## src/rtl/lin_calc_period_gen_pkg.sv

```systemverilog
// rtl/lin_calc_period_gen_pkg.sv - shared width and run/idle state encoding
package lin_calc_period_gen_pkg;

  localparam int DATA_W = 32;

  typedef enum logic {
    S_IDLE = 1'b0,
    S_RUN  = 1'b1
  } run_state_e;

endpackage

```

## src/rtl/lin_calc_period_gen_period_down_cnt.sv

```systemverilog
// rtl/lin_calc_period_gen_period_down_cnt.sv - loadable down-counter that holds at zero
module lin_calc_period_gen_period_down_cnt
  import lin_calc_period_gen_pkg::*;
(
  input  logic              i_clk,
  input  logic              i_rst_n,
  input  logic              i_load,
  input  logic [DATA_W-1:0] i_load_val,
  input  logic              i_dec,
  output logic              o_zero
);

  logic [DATA_W-1:0] r_cnt;

  always_ff @(posedge i_clk or negedge i_rst_n) begin
    if (!i_rst_n) begin
      r_cnt <= '0;
    end else if (i_load) begin
      r_cnt <= i_load_val;
    end else if (i_dec && (r_cnt != '0)) begin
      r_cnt <= r_cnt - 32'd1;
    end
  end

  assign o_zero = (r_cnt == '0);

endmodule

```

## src/rtl/lin_calc_period_gen.sv

```systemverilog
// rtl/lin_calc_period_gen.sv - shadowed-period tick generator fed by the linear calculator
// Optional tick counter output: LIN_CALC_PERIOD_GEN_TICK_CNT_EN
module lin_calc_period_gen
  import lin_calc_period_gen_pkg::*;
(
  input  logic              clk,
  input  logic              rst_n,
  input  logic              en,
  input  logic [DATA_W-1:0] y,
  input  logic              y_valid,
  output logic              tick,
  output logic [DATA_W-1:0] period,
  output logic              busy
`ifdef LIN_CALC_PERIOD_GEN_TICK_CNT_EN
  ,
  output logic [DATA_W-1:0] tick_cnt
`endif
);

  run_state_e        r_state;
  run_state_e        w_state_nxt;
  logic [DATA_W-1:0] r_shadow;
  logic              r_shadow_vld;
  logic              r_tick;
  logic              w_tick_nxt;
  logic [DATA_W-1:0] r_period;
  logic [DATA_W-1:0] w_period_nxt;
  logic              w_load;
  logic [DATA_W-1:0] w_load_val;
  logic              w_dec;
  logic              w_zero;

  always_ff @(posedge clk or negedge rst_n) begin
    if (!rst_n) begin
      r_shadow     <= '0;
      r_shadow_vld <= 1'b0;
    end else if (y_valid) begin
      r_shadow     <= y;
      r_shadow_vld <= 1'b1;
    end
  end

  lin_calc_period_gen_period_down_cnt u_down_cnt (
    .i_clk      (clk),
    .i_rst_n    (rst_n),
    .i_load     (w_load),
    .i_load_val (w_load_val),
    .i_dec      (w_dec),
    .o_zero     (w_zero)
  );

  always_ff @(posedge clk or negedge rst_n) begin
    if (!rst_n) begin
      r_state  <= S_IDLE;
      r_tick   <= 1'b0;
      r_period <= '0;
    end else begin
      r_state  <= w_state_nxt;
      r_tick   <= w_tick_nxt;
      r_period <= w_period_nxt;
    end
  end

  // Reloads always come from the registered shadow, never straight from y.
  always_comb begin
    w_state_nxt  = r_state;
    w_tick_nxt   = 1'b0;
    w_period_nxt = r_period;
    w_load       = 1'b0;
    w_load_val   = '0;
    w_dec        = 1'b0;
    case (r_state)
      S_IDLE: begin
        if (en && r_shadow_vld && (r_shadow != '0)) begin
          w_state_nxt  = S_RUN;
          w_load       = 1'b1;
          w_load_val   = r_shadow - 32'd1;
          w_period_nxt = r_shadow;
        end
      end
      S_RUN: begin
        if (!en) begin
          w_state_nxt = S_IDLE;
          w_load      = 1'b1;
        end else if (!w_zero) begin
          w_dec = 1'b1;
        end else begin
          w_tick_nxt = 1'b1;
          if (r_shadow != '0) begin
            w_load       = 1'b1;
            w_load_val   = r_shadow - 32'd1;
            w_period_nxt = r_shadow;
          end else begin
            w_state_nxt = S_IDLE;
          end
        end
      end
      default: w_state_nxt = S_IDLE;
    endcase
  end

`ifdef LIN_CALC_PERIOD_GEN_TICK_CNT_EN
  logic [DATA_W-1:0] r_tick_cnt;

  always_ff @(posedge clk or negedge rst_n) begin
    if (!rst_n) begin
      r_tick_cnt <= '0;
    end else if ((r_state == S_IDLE) && (w_state_nxt == S_RUN)) begin
      r_tick_cnt <= '0;
    end else if (w_tick_nxt) begin
      r_tick_cnt <= r_tick_cnt + 32'd1;
    end
  end

  assign tick_cnt = r_tick_cnt;
`endif

  assign tick   = r_tick;
  assign period = r_period;
  assign busy   = (r_state == S_RUN);

endmodule

```

## config.mk

```make
export PLATFORM = sky130hd
export DESIGN_NAME = lin_calc_period_gen
export DESIGN_NICKNAME = d
export VERILOG_FILES = /design/src/rtl/lin_calc_period_gen_pkg.sv /design/src/rtl/lin_calc_period_gen_period_down_cnt.sv /design/src/rtl/lin_calc_period_gen.sv
export SDC_FILE = /design/constraint.sdc
export NUM_CORES = 1
export LEC_CHECK = 0
export ABC_AREA = 1
export CORE_MARGIN = 8
export CORE_UTILIZATION = 50
export CTS_CLUSTER_SIZE = 12
export DETAILED_ROUTE_END_ITERATION = 8
export PLACE_DENSITY = 0.75
export SLEW_MARGIN = 25
export SYNTH_ARGS = -nofsm -noshare
export SYNTH_HDL_FRONTEND = slang
export SYNTH_SLANG_ARGS = --single-unit
```

## constraint.sdc

```tcl
create_clock -name clk -period 4.5 [get_ports clk]
set_input_delay 0.675 -clock clk [delete_from_list [all_inputs] [get_ports clk]]
set_output_delay 0.675 -clock clk [all_outputs]
set_load 0.005 [all_outputs]
```

==> results of run 1 <==
-- kinds of logic (layout without fill, tap and decap cells) --
| kind of cell | count (synthesis) | in the layout | share of synthesized area [%] |
|---|---|---|---|
| DFF | 99 | 99 | 41.1 |
| buffers and inverters | 114 | 179 | 7.87 |
| adders and majority gates | 4 | 4 | 0.830 |
| and+or+nand+nor | 503 | 503 | 34.7 |
| AOI/OAI and AO/OA | 102 | 102 | 8.78 |
| xor gates and xnor gates | 46 | 46 | 6.68 |
-- state kept, by name (all words and copies together) (netlist names) --
register	count
busy	1
period	32
r_shadow	32
r_shadow_vld	1
tick	1
u_down_cnt.r_cnt	32
-- routing by layer --
layer  up-vias  wire, um
met3        35      1020
met1      2502      7240
li1       2812         -
met2       170      7440
met4         0       465
met5         -         0
-- worst max-delay path by stage --
stage | start | endpoint | slack, ns | depth (start not counted)
2_1_floorplan | u_down_cnt.r_cnt[0] | u_down_cnt.r_cnt[17] | 2.73 | 14
3_3_place_gp | en | period[4] | 1.91 | 8
3_5_place_dp | en | period[30] | 1.78 | 8
4_1_cts | u_down_cnt.r_cnt[0] | u_down_cnt.r_cnt[8] | 1.96 | 10
5_1_grt | r_shadow[0] | u_down_cnt.r_cnt[11] | 1.71 | 13
6_report | u_down_cnt.r_cnt[0] | u_down_cnt.r_cnt[4] | 1.96 | 8
-- per-stage QoR --
stage / utilization, % / hold WS, ns / total power [mW]
global placement: 56.9 / 0.466 / 2.21
global route: 59.9 / 0.499 / 3.27
finish: 59.9 / 0.393 / 3.06
CTS: 59.7 / 0.457 / 3.07
floorplan: - / 0.379 / 1.85
detailed placement: 56.9 / 0.473 / 2.22
-- power groups by stage --
stage | sequential [mW] | combinational [mW] | clock, mW
final | 1.24 | 0.970 | 0.841
after global routing | 1.27 | 1.11 | 0.891
after CTS | 1.24 | 0.971 | 0.860
after detailed placement | 1.25 | 0.966 | 0
after global placement | 1.26 | 0.953 | 0
after floorplan | 1.22 | 0.633 | 0
-- cell type report --
class	count	share of cell area (%)
clock buffers	9	3.16
repair buffers	73	10.3
multi-input cells	655	43.1
clock inverters	7	1.44
well taps	147	2.58
inverters	90	4.77
flip-flops and latches	99	34.7
-- placed cells by master, fill, tap and decap left out, drive strengths merged, types with 7 or more instances in the layout --
cell type        n
inv             94
nand3           39
nor3             7
nor2           131
clkdlybuf4s50   67
xnor2            8
xor2            38
dfrtp           99
nand4           11
nand2          311
o21ai           99
clkbuf           9
==> PnR_summary.wiki, run 1 <==
{| class="wikitable"
! Metric !! Value
|-
| Run status || complete, no violations
|-
| Area after DPL || 0.00678 mm^2
|-
| Placed cell count || about 1.1k
|-
| Number of gates resized after cts || 0
|-
| Max-cap violations || 0
|-
| Power density relative to cell area || 428 mW/mm^2
|-
| Remaining design rule violation count || 0
|-
| Final design area excluding fillers || around 0.0071 mm^2
|-
| Number of levels the H-tree was split into || 3
|-
| Worst Path Buf+Inv || 1
|-
| Startpoint of the worst-slack reg-to-reg timing path || u_down_cnt.r_cnt[0]
|-
| Net switching power || 1.15 mW
|-
| Number of non-filler instances in the completed layout || 1080
|-
| Number of top-level pins || 70
|-
| Net count after synthesis || between 900 and 1k
|-
| Cell with the most instances on the worst path || sky130_fd_sc_hd__nand2_1
|-
| Insertion delay of the later-clocked pin in the worst-skew pair || 0.36 ns
|-
| Post-synth EDFFs || 0
|-
| Mapped Avg Cell Area || 6.94 um^2
|-
| Critical path capture point type || register
|-
| Post-Synthesis Cell Area || 0.00603 mm^2
|-
| Biggest area contributors in the synthesized netlist || sky130_fd_sc_hd__dfrtp_1 41%, sky130_fd_sc_hd__nand2_1 18%, sky130_fd_sc_hd__o21ai_0 8.0%
|-
| Reg2Reg Setup Slack || 1.96 ns
|-
| Min Clock Period, post-route || between 2 and 3 ns
|-
| R2r worst-path depth || 8
|-
| # nets final || 968
|-
| Leakage power figure || 3.42 nW
|-
| Total Die Area || 0.0158 mm^2
|-
| CP cell instances || inv_1 > ha_1 > nand2_1 > nor2_1 > nand3_1 > o21ai_4 > nand2_1 > o21ai_0
|-
| Overall global routing resource usage || around 22%
|-
| Crit path launch type || register
|-
| Synth Flop Type || sky130_fd_sc_hd__dfrtp_1
|-
| Routed via count || 5519
|-
| Gp weighted congestion || 0.916
|-
| Path category of the worst min-delay check || input pin to asynchronous set/reset pin
|-
| Area added between synthesis and finish || 18.4%
|-
| Layout filler cell count || 1150
|-
| Number of antenna-violating nets in the routed design || 0
|-
| Post-route setup TNS || 0 ns
|-
| Clk_skew || between 0.01 and 0.015 ns
|-
| Clock buffers created by TritonCTS || 9
|-
| Routed WL || 16200 um
|-
| Post-CTS Setup Repair Bufs || 0
|-
| Yosys cell types || 31
|-
| Total clock sinks || 99
|-
| Number of detailed-routing iterations run before antenna repair || 5
|-
| Internal power || 1.91 mW
|-
| Maximum cell stage delay along the critical path || 0.60 ns
|-
| Clock network fraction of total power || 27.5%
|-
| Ant diodes || 0
|-
| Fraction of the yosys area taken by sequential cells || approximately 41%
|-
| Routed length per instance || between 10 and 15 um
|-
| Terminus of the critical flop-to-flop path || u_down_cnt.r_cnt[4]
|-
| Part of the cycle the worst path needs || 56.4%
|-
| Clock transition at the register clock pins on the worst setup and hold paths after CTS || 0.07 ns
|-
| Total number of placement rows || 40
|-
| Width of the chip || 126 um
|-
| TritonCTS clock tree || yes
|-
| Height of the die || 126 um
|-
| Unrepaired setup endpoints after global routing || no
|-
| Met3 track utilization from global routing || under 10%
|-
| Minimum setup slack in the final design || 1.96 ns
|-
| Detailed Route Iter0 Violations || 331
|-
| Yosys warning total || 0
|-
| Met2 routing resource usage after global routing || 34.2%
|-
| CP Class || register to register
|-
| Area taken by flip-flops and latches || roughly 0.0025 mm^2
|-
| Maximum clock insertion buffer count || 2
|-
| Footprint of the multi-input gates || 0.00308 mm^2
|-
| Share of power burned in registers || 40.7%
|-
| Biggest fanout along the worst timing path || 28
|-
| Antenna violations before repair || 0
|-
| Commonest cells in the synthesized netlist || 295 x sky130_fd_sc_hd__nand2_1, 121 x sky130_fd_sc_hd__nor2_1, 99 x sky130_fd_sc_hd__dfrtp_1, 96 x sky130_fd_sc_hd__o21ai_0, 86 x sky130_fd_sc_hd__inv_1
|-
| Most used routing layer || met2
|-
| Top cell type by total area after synthesis || sky130_fd_sc_hd__dfrtp_1
|-
| Port bufs || 69
|-
| Highest clock rate || 0.394 GHz
|-
| Sw frac || 37.5%
|-
| Share of post-route cells with drive strength above 1 || between 6 and 7%
|-
| Slew @ Worst Pin || 0.849 ns
|-
| # hold bufs at CTS || 0
|-
| Number of pins exceeding their max-slew limit in the final report || 0
|-
| Number of hold-slack violations in the final timing report || 0
|-
| Core footprint || ~0.012 mm^2
|-
| Kind of cell adding the most delay to the critical path || simple AND/OR/NAND/NOR gates
|-
| Pin count of the biggest net entering global routing || 68
|-
| Initial standard-cell utilization of the core || 50.6%
|-
| Proportion of power drawn by combinational gates || 31.7%
|-
| Final setup violating endpoints || 0
|-
| Met1 track demand over resource || between 20% and 30%
|-
| CP max stage cell || sky130_fd_sc_hd__o21ai_4
|-
| Arrival time at the worst endpoint || ~2.8 ns
|-
| Yosys top cell area share || 41.1%
|-
| Number of cells produced by synthesis || just under 900
|-
| Sum of net half-perimeters after detailed placement || 12200 um
|-
| Post-Place Worst Slack || 1.78 ns
|-
| Clk root buf || sky130_fd_sc_hd__clkbuf_16
|-
| Most used standard cell by instance count after synthesis || sky130_fd_sc_hd__nand2_1
|-
| Slew HR || 43.4%
|-
| Vias in the first global route || between 5k and 6k
|-
| Global-route wire length before repair || 27800 um
|-
| Required time of the critical path || 4.77 ns
|-
| Yosys reg bits || 99
|-
| Total gr overflow || 0
|-
| Ratio of routed vias to standard cells || 5.11
|-
| Worst VDD drop || between 0.0003 and 0.0004 V
|-
| Asr flop ratio synth || 100%
|}
Power figures use the tool's default switching activity.
==> run 2, diff against run 1 <==
==> constraint.sdc (replaced) <==
create_clock -name clk -period 2.6 [get_ports clk]
set_input_delay 0.39 -clock clk [delete_from_list [all_inputs] [get_ports clk]]
set_output_delay 0.39 -clock clk [all_outputs]
set_load 0.005 [all_outputs]
==> PnR_summary.wiki, run 2 (synthesis gave the netlist of run 1 again) <==
{| class="wikitable"
! Metric !! Value
|-
| Ant diodes || 0
|-
| Minimum setup slack in the final design || between 0.3 and 0.4 ns
|-
| # nets final || about 980
|-
| Terminus of the critical flop-to-flop path || u_down_cnt.r_cnt[5]
|-
| Biggest fanout along the worst timing path || 19
|-
| Post-route setup TNS || 0 ns
|-
| Leakage power figure || 3.46 nW
|-
| Total clock sinks || 99
|-
| Width of the chip || 126 um
|-
| Crit path launch type || register
|-
| Startpoint of the worst-slack reg-to-reg timing path || u_down_cnt.r_cnt[0]
|-
| Share of power burned in registers || 41.0%
|-
| Critical path capture point type || register
|-
| Maximum cell stage delay along the critical path || 0.38 ns
|-
| Sum of net half-perimeters after detailed placement || 12700 um
|-
| Port bufs || 69
|-
| Global-route wire length before repair || 27500 um
|-
| Pin count of the biggest net entering global routing || 66
|-
| Number of levels the H-tree was split into || 3
|-
| Antenna violations before repair || 0
|-
| Number of detailed-routing iterations run before antenna repair || 6
|-
| Vias in the first global route || roughly 5.7k
|-
| Power density relative to cell area || around 730 mW/mm^2
|-
| Arrival time at the worst endpoint || around 2.6 ns
|-
| Slew @ Worst Pin || 0.536 ns
|-
| Highest clock rate || around 0.44 GHz
|-
| Maximum clock insertion buffer count || 2
|-
| Internal power || 3.31 mW
|-
| Clock network fraction of total power || 26.7%
|-
| Number of antenna-violating nets in the routed design || 0
|-
| Core footprint || 0.0119 mm^2
|-
| Required time of the critical path || slightly below 3 ns
|-
| Insertion delay of the later-clocked pin in the worst-skew pair || 0.36 ns
|-
| Slew HR || between 60% and 70%
|-
| Initial standard-cell utilization of the core || between 50% and 60%
|-
| Number of top-level pins || 70
|-
| Clock buffers created by TritonCTS || 9
|-
| Share of post-route cells with drive strength above 1 || 6.90%
|-
| Total gr overflow || 0
|-
| Reg2Reg Setup Slack || 0.35 ns
|-
| Total number of placement rows || 40
|-
| Sw frac || a little under two fifths
|-
| Area added between synthesis and finish || 19.4%
|-
| Max-cap violations || 0
|-
| Routed WL || 16300 um
|-
| Commonest cells after routing, fill and taps aside || 295 x sky130_fd_sc_hd__nand2_1, 120 x sky130_fd_sc_hd__nor2_1, 99 x sky130_fd_sc_hd__dfrtp_1
|-
| Detailed Route Iter0 Violations || between 300 and 400
|-
| Placed cell count || 1072
|-
| Unrepaired setup endpoints after global routing || no
|-
| Number of non-filler instances in the completed layout || roughly 1.1k
|-
| Cell with the most instances on the worst path || sky130_fd_sc_hd__nand2_1
|-
| Clk root buf || sky130_fd_sc_hd__clkbuf_16
|-
| R2r worst-path depth || 13
|-
| Routed via count || 5592
|-
| TritonCTS clock tree || yes
|-
| CP max stage cell || sky130_fd_sc_hd__dfrtp_1
|-
| Remaining design rule violation count || 0
|-
| Most common cell after layout, fill and taps aside || sky130_fd_sc_hd__nand2_1
|-
| Path category of the worst min-delay check || input pin to asynchronous set/reset pin
|-
| Net switching power || 1.97 mW
|-
| Worst VDD drop || 0.000438 V
|-
| Overall global routing resource usage || roughly a fifth
|-
| Final setup violating endpoints || 0
|-
| Proportion of power drawn by combinational gates || between 30% and 40%
|-
| Routed length per instance || 14.9 um
|-
| Clock transition at the register clock pins on the worst setup and hold paths after CTS || 0.08 ns
|-
| CP cell instances || inv_1 > ha_1 > nand2_1 > nor2_2 > nand2_1 > nor2_1 > nand3_2 > nand2_2 > nand2_2 > buf_4 > o21ai_0 > nand2_1 > nand2_1
|-
| Height of the die || 126 um
|-
| Number of pins exceeding their max-slew limit in the final report || 0
|-
| Post-Place Worst Slack || 0.328 ns
|-
| Area after DPL || between 0.006 and 0.007 mm^2
|-
| Total Die Area || 0.0158 mm^2
|-
| Final design area excluding fillers || 0.00720 mm^2
|-
| Run status || complete, no violations
|-
| Gp weighted congestion || 0.954
|-
| Clk_skew || 0.0128 ns
|-
| CP Class || register to register
|-
| Min Clock Period, post-route || roughly 2.2 ns
|-
| Ratio of routed vias to standard cells || 5.13
|-
| Part of the cycle the worst path needs || 86.5%
|-
| Number of hold-slack violations in the final timing report || 0
|}
## run 2: worst max-delay path: cells and delay by family (launching register included)
family | cells | cell delay (ns)
AOI/OAI and AO/OA | 1 | 0.23
adders and majority gates | 1 | 0.18
buffers and inverters | 2 | 0.36
DFF | 1 | 0.38
and+or+nand+nor | 9 | 1.04
## run 2: worst max-delay path by stage
stage	start	to	slack [ns]	cells past startpoint
6_report	u_down_cnt.r_cnt[0]	u_down_cnt.r_cnt[5]	0.35	13
5_1_grt	u_down_cnt.r_cnt[0]	u_down_cnt.r_cnt[5]	0.05	13
4_1_cts	u_down_cnt.r_cnt[0]	u_down_cnt.r_cnt[5]	0.30	13
3_5_place_dp	u_down_cnt.r_cnt[0]	u_down_cnt.r_cnt[5]	0.33	13
3_3_place_gp	u_down_cnt.r_cnt[0]	u_down_cnt.r_cnt[5]	0.40	13
2_1_floorplan	u_down_cnt.r_cnt[0]	u_down_cnt.r_cnt[17]	0.83	14
## run 2: what timing repair did
action,4_1_cts,5_1_grt
endpoints found under the hold margin,15,0
setup endpoints to repair,0,1
hold buffers,1,0
setup buffers,0,0
gates resized for setup,0,1
## run 2: metrics by stage
stage	total power [mW]	util, %	hold slack (ns)
2_1_floorplan	3.21	-	0.0944
3_3_place_gp	3.85	57.7	0.285
3_5_place_dp	3.87	57.7	0.289
4_1_cts	5.31	60.4	0.446
5_1_grt	5.64	60.4	0.473
6_report	5.28	60.4	0.439
## run 2: area by class of cell
| type | count | area (um^2) |
|---|---|---|
| Timing Repair Buffer | 82 | 808 |
| Inverter | 90 | 340 |
| Multi-Input combinational cell | 655 | 3080 |
| Clock buffer | 10 | 229 |
| Clock inverter | 6 | 80.1 |
| Fill cell | 1132 | 4710 |
| Sequential cell | 99 | 2480 |
| Tap cell | 147 | 184 |
## run 2: power by group through the flow
stage / Clock [mW] / Sequential (mW) / Combinational [mW]
4_1_cts: 1.44 / 2.16 / 1.71
6_report: 1.41 / 2.17 / 1.71
5_1_grt: 1.48 / 2.21 / 1.95
3_5_place_dp: 0 / 2.18 / 1.69
3_3_place_gp: 0 / 2.18 / 1.67
2_1_floorplan: 0 / 2.11 / 1.10
## run 2: per-layer routing
layer  up-vias  GRT usage [%]  wire length, um
met5         -              0                0
li1       2835              -                -
met2       167           34.9             7550
met1      2547           26.8             7370
met3        43           4.60              814
met4         0           9.41              517
